## config.mk

```make
export PLATFORM = sky130hd
export DESIGN_NAME = pezaris_mult_seq_flat
export DESIGN_NICKNAME = d
export VERILOG_FILES = /design/src/rtl/pezaris_mult_seq_if.sv /design/src/rtl/pezaris_mult_seq.sv /design/src/flat_wrapper.sv
export SDC_FILE = /design/constraint.sdc
export NUM_CORES = 1
export LEC_CHECK = 0
export CORE_ASPECT_RATIO = 0.5
export CORE_MARGIN = 10
export CORE_UTILIZATION = 55
export DETAILED_ROUTE_END_ITERATION = 6
export PLACE_DENSITY = 0.8
export RECOVER_POWER = 100
export SLEW_MARGIN = 20
export SYNTH_ARGS = -nofsm -noshare
export SYNTH_HDL_FRONTEND = slang
export SYNTH_SLANG_ARGS = --single-unit
```

## constraint.sdc

```tcl
create_clock -name clk -period 2.9 [get_ports clk]
set_input_delay 0.58 -clock clk [delete_from_list [all_inputs] [get_ports clk]]
set_output_delay 0.58 -clock clk [all_outputs]
set_load 0.02 [all_outputs]
```

## src/rtl/pezaris_mult_seq_if.sv

```systemverilog
// Operand/product handshake bundle for pezaris_mult_seq.
//
// Handshake rules (both channels): a transfer happens on the rising clk edge
// where valid and ready are both high. The sender holds valid and its data
// stable until that edge. The receiver may raise or lower ready freely, and
// ready never depends combinationally on valid.
interface pezaris_mult_seq_if #(
    parameter int WIDTH = 8
);
    logic                   in_valid;
    logic                   in_ready;
    logic [WIDTH-1:0]       a;
    logic [WIDTH-1:0]       b;
    logic                   out_valid;
    logic                   out_ready;
    logic [2*WIDTH-1:0]     product;
    logic                   busy;

    // Operand source and product sink side.
    modport master (
        output in_valid, a, b, out_ready,
        input  in_ready, out_valid, product, busy
    );

    // Multiplier side.
    modport slave (
        input  in_valid, a, b, out_ready,
        output in_ready, out_valid, product, busy
    );
endinterface

```

## src/rtl/pezaris_mult_seq.sv

```systemverilog
// Sequential two's-complement multiplier. Each ACCUM cycle retires one
// partial-product row into a carry-save accumulator and shifts one finished
// low product bit out. RESOLVE then adds sum and carry into the high half.
// Negative-weight partial-product bits are complemented, and the correction
// constants 2^WIDTH and 2^(2*WIDTH-1) are injected into the free top sum bit,
// so the result is exact modulo 2^(2*WIDTH).
module pezaris_mult_seq #(
    parameter int WIDTH = 8
) (
    input  logic                clk,
    input  logic                rst_n,
    pezaris_mult_seq_if.slave   bus,
    output logic [1:0]          state_dbg
);
    localparam int CW = $clog2(WIDTH);

    typedef enum logic [1:0] {
        IDLE    = 2'd0,
        ACCUM   = 2'd1,
        RESOLVE = 2'd2,
        DONE    = 2'd3
    } state_t;

    state_t               state;
    state_t               state_next;
    logic [WIDTH-1:0]     a_q;
    logic [WIDTH-1:0]     b_q;
    logic [WIDTH-1:0]     sum_q;
    logic [WIDTH-1:0]     carry_q;
    logic [WIDTH-1:0]     lo_q;
    logic [CW-1:0]        row_q;
    logic [2*WIDTH-1:0]   product_q;

    logic                 last_row;
    logic                 inject;
    logic [WIDTH-1:0]     pp;
    logic [WIDTH-1:0]     fa_sum;
    logic [WIDTH-1:0]     fa_carry;

    // One row of full-adder cells. Bit a[W-1] in ordinary rows and bits
    // i<W-1 in the multiplier-sign row carry negative weight, so they enter
    // complemented. Cell (W-1, W-1) is positive and enters unchanged.
    always_comb begin
        last_row = (row_q == CW'(WIDTH - 1));
        inject   = (row_q == '0) || last_row;
        pp       = '0;
        for (int i = 0; i < WIDTH; i++) begin
            pp[i] = (a_q[i] & b_q[row_q]) ^ ((i == WIDTH - 1) ^ last_row);
        end
        fa_sum   = sum_q ^ carry_q ^ pp;
        fa_carry = (sum_q & carry_q) | (sum_q & pp) | (carry_q & pp);
    end

    // Next-state logic; outputs are decoded from the state register below.
    always_comb begin
        state_next = state;
        case (state)
            IDLE:    if (bus.in_valid)  state_next = ACCUM;
            ACCUM:   if (last_row)      state_next = RESOLVE;
            RESOLVE:                    state_next = DONE;
            DONE:    if (bus.out_ready) state_next = IDLE;
            default:                    state_next = IDLE;
        endcase
    end

    // State register.
    always_ff @(posedge clk or negedge rst_n) begin
        if (!rst_n) state <= IDLE;
        else        state <= state_next;
    end

    // Operand capture, carry-save accumulation and final resolve.
    always_ff @(posedge clk or negedge rst_n) begin
        if (!rst_n) begin
            a_q       <= '0;
            b_q       <= '0;
            sum_q     <= '0;
            carry_q   <= '0;
            lo_q      <= '0;
            row_q     <= '0;
            product_q <= '0;
        end else begin
            case (state)
                IDLE: begin
                    if (bus.in_valid) begin
                        a_q     <= bus.a;
                        b_q     <= bus.b;
                        sum_q   <= '0;
                        carry_q <= '0;
                        lo_q    <= '0;
                        row_q   <= '0;
                    end
                end
                ACCUM: begin
                    // After the shift the top sum bit is free; after row 0 it
                    // weighs 2^W, after the last row 2^(2W-1).
                    sum_q   <= {inject, fa_sum[WIDTH-1:1]};
                    carry_q <= fa_carry;
                    lo_q    <= {fa_sum[0], lo_q[WIDTH-1:1]};
                    row_q   <= row_q + 1'b1;
                end
                RESOLVE: begin
                    product_q <= {sum_q + carry_q, lo_q};
                end
                default: ;
            endcase
        end
    end

    assign bus.in_ready  = (state == IDLE);
    assign bus.out_valid = (state == DONE);
    assign bus.busy      = (state == ACCUM) || (state == RESOLVE);
    assign bus.product   = product_q;
    assign state_dbg     = state;
endmodule

```

## src/flat_wrapper.sv

```systemverilog
// flat-port wrapper written by rule: the top's interface ports become plain ports
module pezaris_mult_seq_flat 
#(
    parameter int WIDTH = 8
)
  (clk, rst_n, state_dbg, bus_in_valid, bus_a, bus_b, bus_out_ready, bus_in_ready, bus_out_valid, bus_product, bus_busy);
  pezaris_mult_seq_if #(.WIDTH(WIDTH)) bus_i ();
  input  logic clk;
  input  logic rst_n;
  output logic [1:0] state_dbg;
  input wire logic [$bits(bus_i.in_valid)-1:0] bus_in_valid;
  input wire logic [$bits(bus_i.a)-1:0] bus_a;
  input wire logic [$bits(bus_i.b)-1:0] bus_b;
  input wire logic [$bits(bus_i.out_ready)-1:0] bus_out_ready;
  output wire logic [$bits(bus_i.in_ready)-1:0] bus_in_ready;
  output wire logic [$bits(bus_i.out_valid)-1:0] bus_out_valid;
  output wire logic [$bits(bus_i.product)-1:0] bus_product;
  output wire logic [$bits(bus_i.busy)-1:0] bus_busy;
  assign bus_i.in_valid = bus_in_valid;
  assign bus_i.a = bus_a;
  assign bus_i.b = bus_b;
  assign bus_i.out_ready = bus_out_ready;
  assign bus_in_ready = bus_i.in_ready;
  assign bus_out_valid = bus_i.out_valid;
  assign bus_product = bus_i.product;
  assign bus_busy = bus_i.busy;
  pezaris_mult_seq #(.WIDTH(WIDTH)) u_core (.clk(clk), .rst_n(rst_n), .bus(bus_i), .state_dbg(state_dbg));
endmodule
```

# Yosys cells after proc, flatten, opt, wreduce, memory -nomap -nowiden
# Cells that the tools add are included.
classes:
  magnitude_cmp: 1
  add_sub_neg: 2
  n_bitwise: 24
  n_mux: 12
  eq_ne: 7
  n_reduce_logical: 8
op_table:
  columns: ["operator", "n"]
  rows:
  - ["$pmux W8 S2", 3]
  - ["$and A8 B8 Y8", 3]
  - ["$or A8 B8 Y8", 2]
  - ["$xor A8 B8 Y8", 2]
  - ["$add A8 B8 Y8", 1]
  - ["$and A1 B1 Y1", 8]
  - ["$mux W8", 1]
  - ["$pmux W2 S4", 1]
  - ["$xor A1 B1 Y1", 8]
  - ["$mux W2", 3]
  - ["$pmux W3 S2", 1]
  - ["$eq A2 B2 Y1 const B", 2]
  - ["$lt A3 B4 Y1 const B", 1]
  - ["$ne A2 B2 Y1 const B", 2]
  - ["$reduce_and A2 Y1", 2]
  - ["$add A3 B1 Y3 const B", 1]
  - ["$bmux W1 S3", 1]
  - ["$eq A3 B3 Y1 const B", 1]
  - ["$logic_not A3 Y1", 1]
  - ["$mux W3", 1]
  - ["$reduce_and A3 Y1", 1]
  - ["$eq A2 B1 Y1 const B", 1]
  - ["$logic_not A2 Y1", 1]
  - ["$logic_or A1 B1 Y1", 2]
  - ["4 further kinds", 4]
word_totals:
  out_inout_bits: 21
  elab_cells: 62
  inputBits: 20
  register_bits: 61

# Logic depth before layout (Yosys ltp)
depth:
  depth_word: 8
  depth_mapped: 8
  mapped_depth_nobuf: 8

# Worst setup path after synthesis
# No wires, ideal clock.
synth_timing:
  kind: "reg2reg"
  startpoint: "register u_core.row_q[0]"
  endpoint: "register u_core.sum_q[5]"
  t_arrival_ps: 2029
  synth_period_minus_slack_ps: 2159
  path_stages_with_launch: 8
  path_buffers: 0
  setup_time_ps: 130
  t_required_ps: 2770
  setup_slack_ps: 741
  cell_sequence: "dfrtp_1 > mux4_1 > nor2_1 > a311oi_2 > nand2_1 > xnor2_1 > fa_1 > o21ai_0"
synth_via:
  elab_chain_len: 6
  elab_cells_between_ends: 7
  cone_classes: "1 x eq/ne; 3 x mux; 3 x bitwise"
synth_rtl:
  columns: ["element", "line_no", "source"]
  rows:
  - ["start, declared", "pezaris_mult_seq.sv:31", "logic [CW-1:0] row_q;"]
  - ["start signal, assigned", "pezaris_mult_seq.sv:100", "row_q <= row_q + 1'b1;"]
  - ["$bmux W1 S3", "pezaris_mult_seq.sv:48", "pp[i] = (a_q[i] & b_q[row_q]) ^ ((i == WIDTH - 1) ^ last_row);"]
  - ["$mux W1 (not written as such)", "pezaris_mult_seq.sv:48", null]
  - ["$and A1 B1 Y1", "pezaris_mult_seq.sv:48", null]
  - ["$xor A1 B1 Y1 *", "pezaris_mult_seq.sv:48", null]
  - ["$xor A8 B8 Y8 *", "pezaris_mult_seq.sv:50", "fa_sum = sum_q ^ carry_q ^ pp;"]
  - ["$pmux W8 S2 *", "pezaris_mult_seq.sv:83", "case (state)"]
  - ["end signal, assigned", "pezaris_mult_seq.sv:97", "sum_q <= {inject, fa_sum[WIDTH-1:1]};"]
  - ["end, declared", "pezaris_mult_seq.sv:28", "logic [WIDTH-1:0] sum_q;"]
# Mark *: on every way between the ends. The rest lies on a longest branch, timed or not. The select of a mux whose other input is x is not followed.
# A chain may end at the register's enable or synchronous reset.

# Worst setup path in the final report
layout_timing:
  startpoint: "register u_core.row_q[0]"
  endpoint: "register u_core.sum_q[0]"
# The elaborated chain is that of the path after synthesis.

==> results.md <==
- Average via count per standard cell: ~5.3
- Synthesized cell area: between 3000 and 4000 um^2
- Fin nets: roughly 360
- Simple-gate area share of the yosys netlist: 0.0704
- XOR/XNOR share of the synthesized area: 0.0288
- Commonest non-fill, non-tap cells in the layout: 61 x sky130_fd_sc_hd__dfrtp_1, 37 x sky130_fd_sc_hd__nand2_1, 27 x sky130_fd_sc_hd__o21ai_0
- # DRC: 0
- Number of distinct library cells after synthesis: 36
- Cell leakage power: about 1.7 nW
- Largest family of logic cells by synthesized area: adder cells
- Clock tree from TritonCTS: yes
- Total iterations of the first detailed-routing run: 4
- DR vias: 2081
- Die X: 125 um
- Time the worst path needs with I/O delays and setup: between 2000 and 3000 ps
- Compound-Gate Fraction of Synth Area: 0.117
- Initial core utilization: 0.561
- Total power density per cell area: ~1100 nW/um^2
- CTS clock-pin slew for the worst setup and hold paths: around 70 ps
- Overall overflow remaining after global route: 0
- Initial DRC count: 145
- Number of buffers added to fix hold violations after cts: 0
- Count of mapped cells out of synthesis: 265
- Site row count: 19
- Most common cell after layout, fill and taps aside: sky130_fd_sc_hd__dfrtp_1
- Total of flip-flops plus latches after synthesis: 61
- Leading post-synthesis cells by cell area: sky130_fd_sc_hd__dfrtp_1 50%, sky130_fd_sc_hd__mux2_2 9.6%, sky130_fd_sc_hd__ha_1 6.2%, sky130_fd_sc_hd__fa_1 5.9%, sky130_fd_sc_hd__nand2_1 4.6%
- Combined global-route utilization of all metal layers: 0.143
- CP Capture Type: register
- Vias in the first global route: 2171
- Post-synthesis adder-cell area fraction: 0.121
- Core area: approximately 5400 um^2
- Layout Utilization: 0.688
- Kind of critical path: register to register
- Buf/Inv on CP: 0
- Highest clock rate: roughly 0.4 GHz
- MaxCap Viol Count: 0
- Average cell area after synthesis: roughly 11 um^2
- Setup fix buffers added after clock tree synthesis: 0
- Detailed-route wire length: just over 6000 um
- Hold Vio Cnt, Final: 0
- First-pass GRT wire length: approximately 11000 um
- Run status: finished clean
- Worst clock skew on the final layout: approximately 4.7 ps
- Detailed placement HPWL: 4610 um
- Die Y-Extent: between 70 and 80 um
- Detail-routed net length per standard cell: between 15 and 20 um
- Pin count of the biggest net entering global routing: 62
- Syn_nets: ~310
- Top cell type's share of synthesized area: 0.502
- Mux share of post-synthesis cell area: 0.115
- Number of max-slew violations in the final report: 0
- Synth warnings: 0
- Clk root buf: sky130_fd_sc_hd__clkbuf_8
- Number of antenna violations at the first check in global routing: 0
- Final critical-path share of the clock period: 0.862
- Family with the most delay on the worst path: compound AO/OA/AOI/OAI gates
- Startpoint Class: register
- Post-synthesis cell type with the largest combined area: sky130_fd_sc_hd__dfrtp_1
- Clock Path Buffers: 2
- Critical path peak fanout: 8
- Gp weighted congestion: ~0.80
- Buffers added on ports: 40
- Final Setup Violations: 0
- Final-layout fill cell count: between 400 and 500
- CTS sink count: 61
- Arrival time at the worst endpoint: roughly 2800 ps
- Required @ worst endpoint: between 3000 and 4000 ps
- Slew at the pin closest to its max-slew limit: 1480 ps
- Largest incremental delay on the critical path: roughly 530 ps
- H-tree Lvls: 3
- Skew-Pair Late Insertion Delay: 340 ps
- Inserted Clock Buffers: 9
- Number of top-level pins: 41
- Layout cell share with drive strength beyond 1: 0.148
- Total Die Area: between 9000 and 10000 um^2
- Largest voltage drop on the vdd net: approximately 0.00054 V
- Worst min-delay path category: register to register
- Cell with the largest stage delay on the worst path: sky130_fd_sc_hd__a311oi_2
- Number of gates resized after CTS: 0
- Setup repair after global routing missed its margin: false
- Post-detailed-route count of antenna-violating nets: 0
- Cell breakdown of the critical path: mux4_1 > nor2_1 > a311oi_2 > nand2_1 > xnor2_1 > fa_1 > o21ai_0
- Post-Route Setup TNS: 0 ps
- Part of the Yosys area used for sequential elements: 0.502
- Area growth from synthesis to layout: 22.7%
- Slew headroom: 0.0161
- Diode count: 0
-- state kept, by name, summed over array words and instances (netlist names) --
signal	count
u_core.a_q	8
u_core.state_dbg	2
u_core.lo_q	8
u_core.bus.product	16
u_core.sum_q	8
u_core.row_q	3
u_core.b_q	8
u_core.carry_q	8
-- synth_stat cells (all sizes together) --
cell type and n:
o311ai 1, o2bb2ai 1, xnor2 9, nor2b 4
a311oi 1, o31ai 1, o21ai 28, bufinv 1
xor2 1, a211o 1, a21oi 4, a221oi 1
nand4 1, fa 9, dfrtp 61, a2111oi 1
inv 24, mux2 26, mux4 1, a21boi 1
a31oi 1, mux2i 3, nor2 7, clkbuf 7
clkinv 1, nand2 37, a21o 2, a211oi 2
o21a 1, ha 15, nor3 1, nand2b 1
a22o 9, and2 1
-- worst reg2reg max path: stages, from the launching register on --
cell	delay, ps
sky130_fd_sc_hd__dfrtp_1	460
sky130_fd_sc_hd__mux4_1	360
sky130_fd_sc_hd__nor2_1	50
sky130_fd_sc_hd__a311oi_2	530
sky130_fd_sc_hd__nand2_1	140
sky130_fd_sc_hd__xnor2_1	230
sky130_fd_sc_hd__fa_1	450
sky130_fd_sc_hd__o21ai_0	190
-- cells by family after synthesis --
logic type / after synthesis
simple gates: 52
buf+inv: 33
flops: 61
fa+ha+maj: 24
compound gates: 55
mux: 30
xor+xnor: 10
-- where the power goes --
| part | switching [mW] | internal [mW] |
|---|---|---|
| combinational | 1.01 | 0.826 |
| clock | 0.341 | 0.478 |
| sequential | 0.248 | 1.19 |
-- layer usage --
layer,GRT usage,share of wire
met5,0,0
met1,0.173,0.44
met4,0.0482,0.012
met3,0.0545,0.068
met2,0.234,0.48
-- final cells by class --
type                    count  area (um^2)  share of cell area
well taps                  73         91.3              0.0245
inverters                  26          111              0.0299
clock buffers               9          124              0.0332
repair buffers             43          408               0.109
flip-flops and latches     61         1530               0.409
clock inverters             7         90.1              0.0242
multi-input cells         171         1380               0.370
-- final timing paths --
check / start / end / slack, ps / depth (start not counted)
min in group asynchronous: rst_n / u_core.bus.product[1]$_DFFE_PN0P_ / 670 / 2
worst max-delay path: u_core.row_q[0]$_DFFE_PN0P_ / u_core.sum_q[0]$_DFFE_PN0P_ / 400 / 7
worst min register to register: u_core.bus.product[11]$_DFFE_PN0P_ / u_core.bus.product[11]$_DFFE_PN0P_ / 480 / 1
worst min-delay path: u_core.bus.product[11]$_DFFE_PN0P_ / u_core.bus.product[11]$_DFFE_PN0P_ / 480 / 1
max in group asynchronous: rst_n / u_core.b_q[1]$_DFFE_PN0P_ / 1330 / 2
worst max register to register: u_core.row_q[0]$_DFFE_PN0P_ / u_core.sum_q[0]$_DFFE_PN0P_ / 400 / 7
-- through the flow --
stage | setup WS, ps | std cells | hold WS [ps] | area [um^2] | total power, mW
2_1_floorplan | 741 | 265 | 284 | 3040 | 2.70
4_1_cts | 394 | 390 | 419 | 3740 | 4.20
5_1_grt | 165 | 390 | 512 | 3730 | 4.41
3_5_place_dp | 427 | 374 | 475 | 3530 | 3.36
3_3_place_gp | 532 | 374 | 462 | 3530 | 3.22
6_report | 400 | 390 | 476 | 3730 | 4.09
No activity file was read; power rests on OpenSTA's default activity.
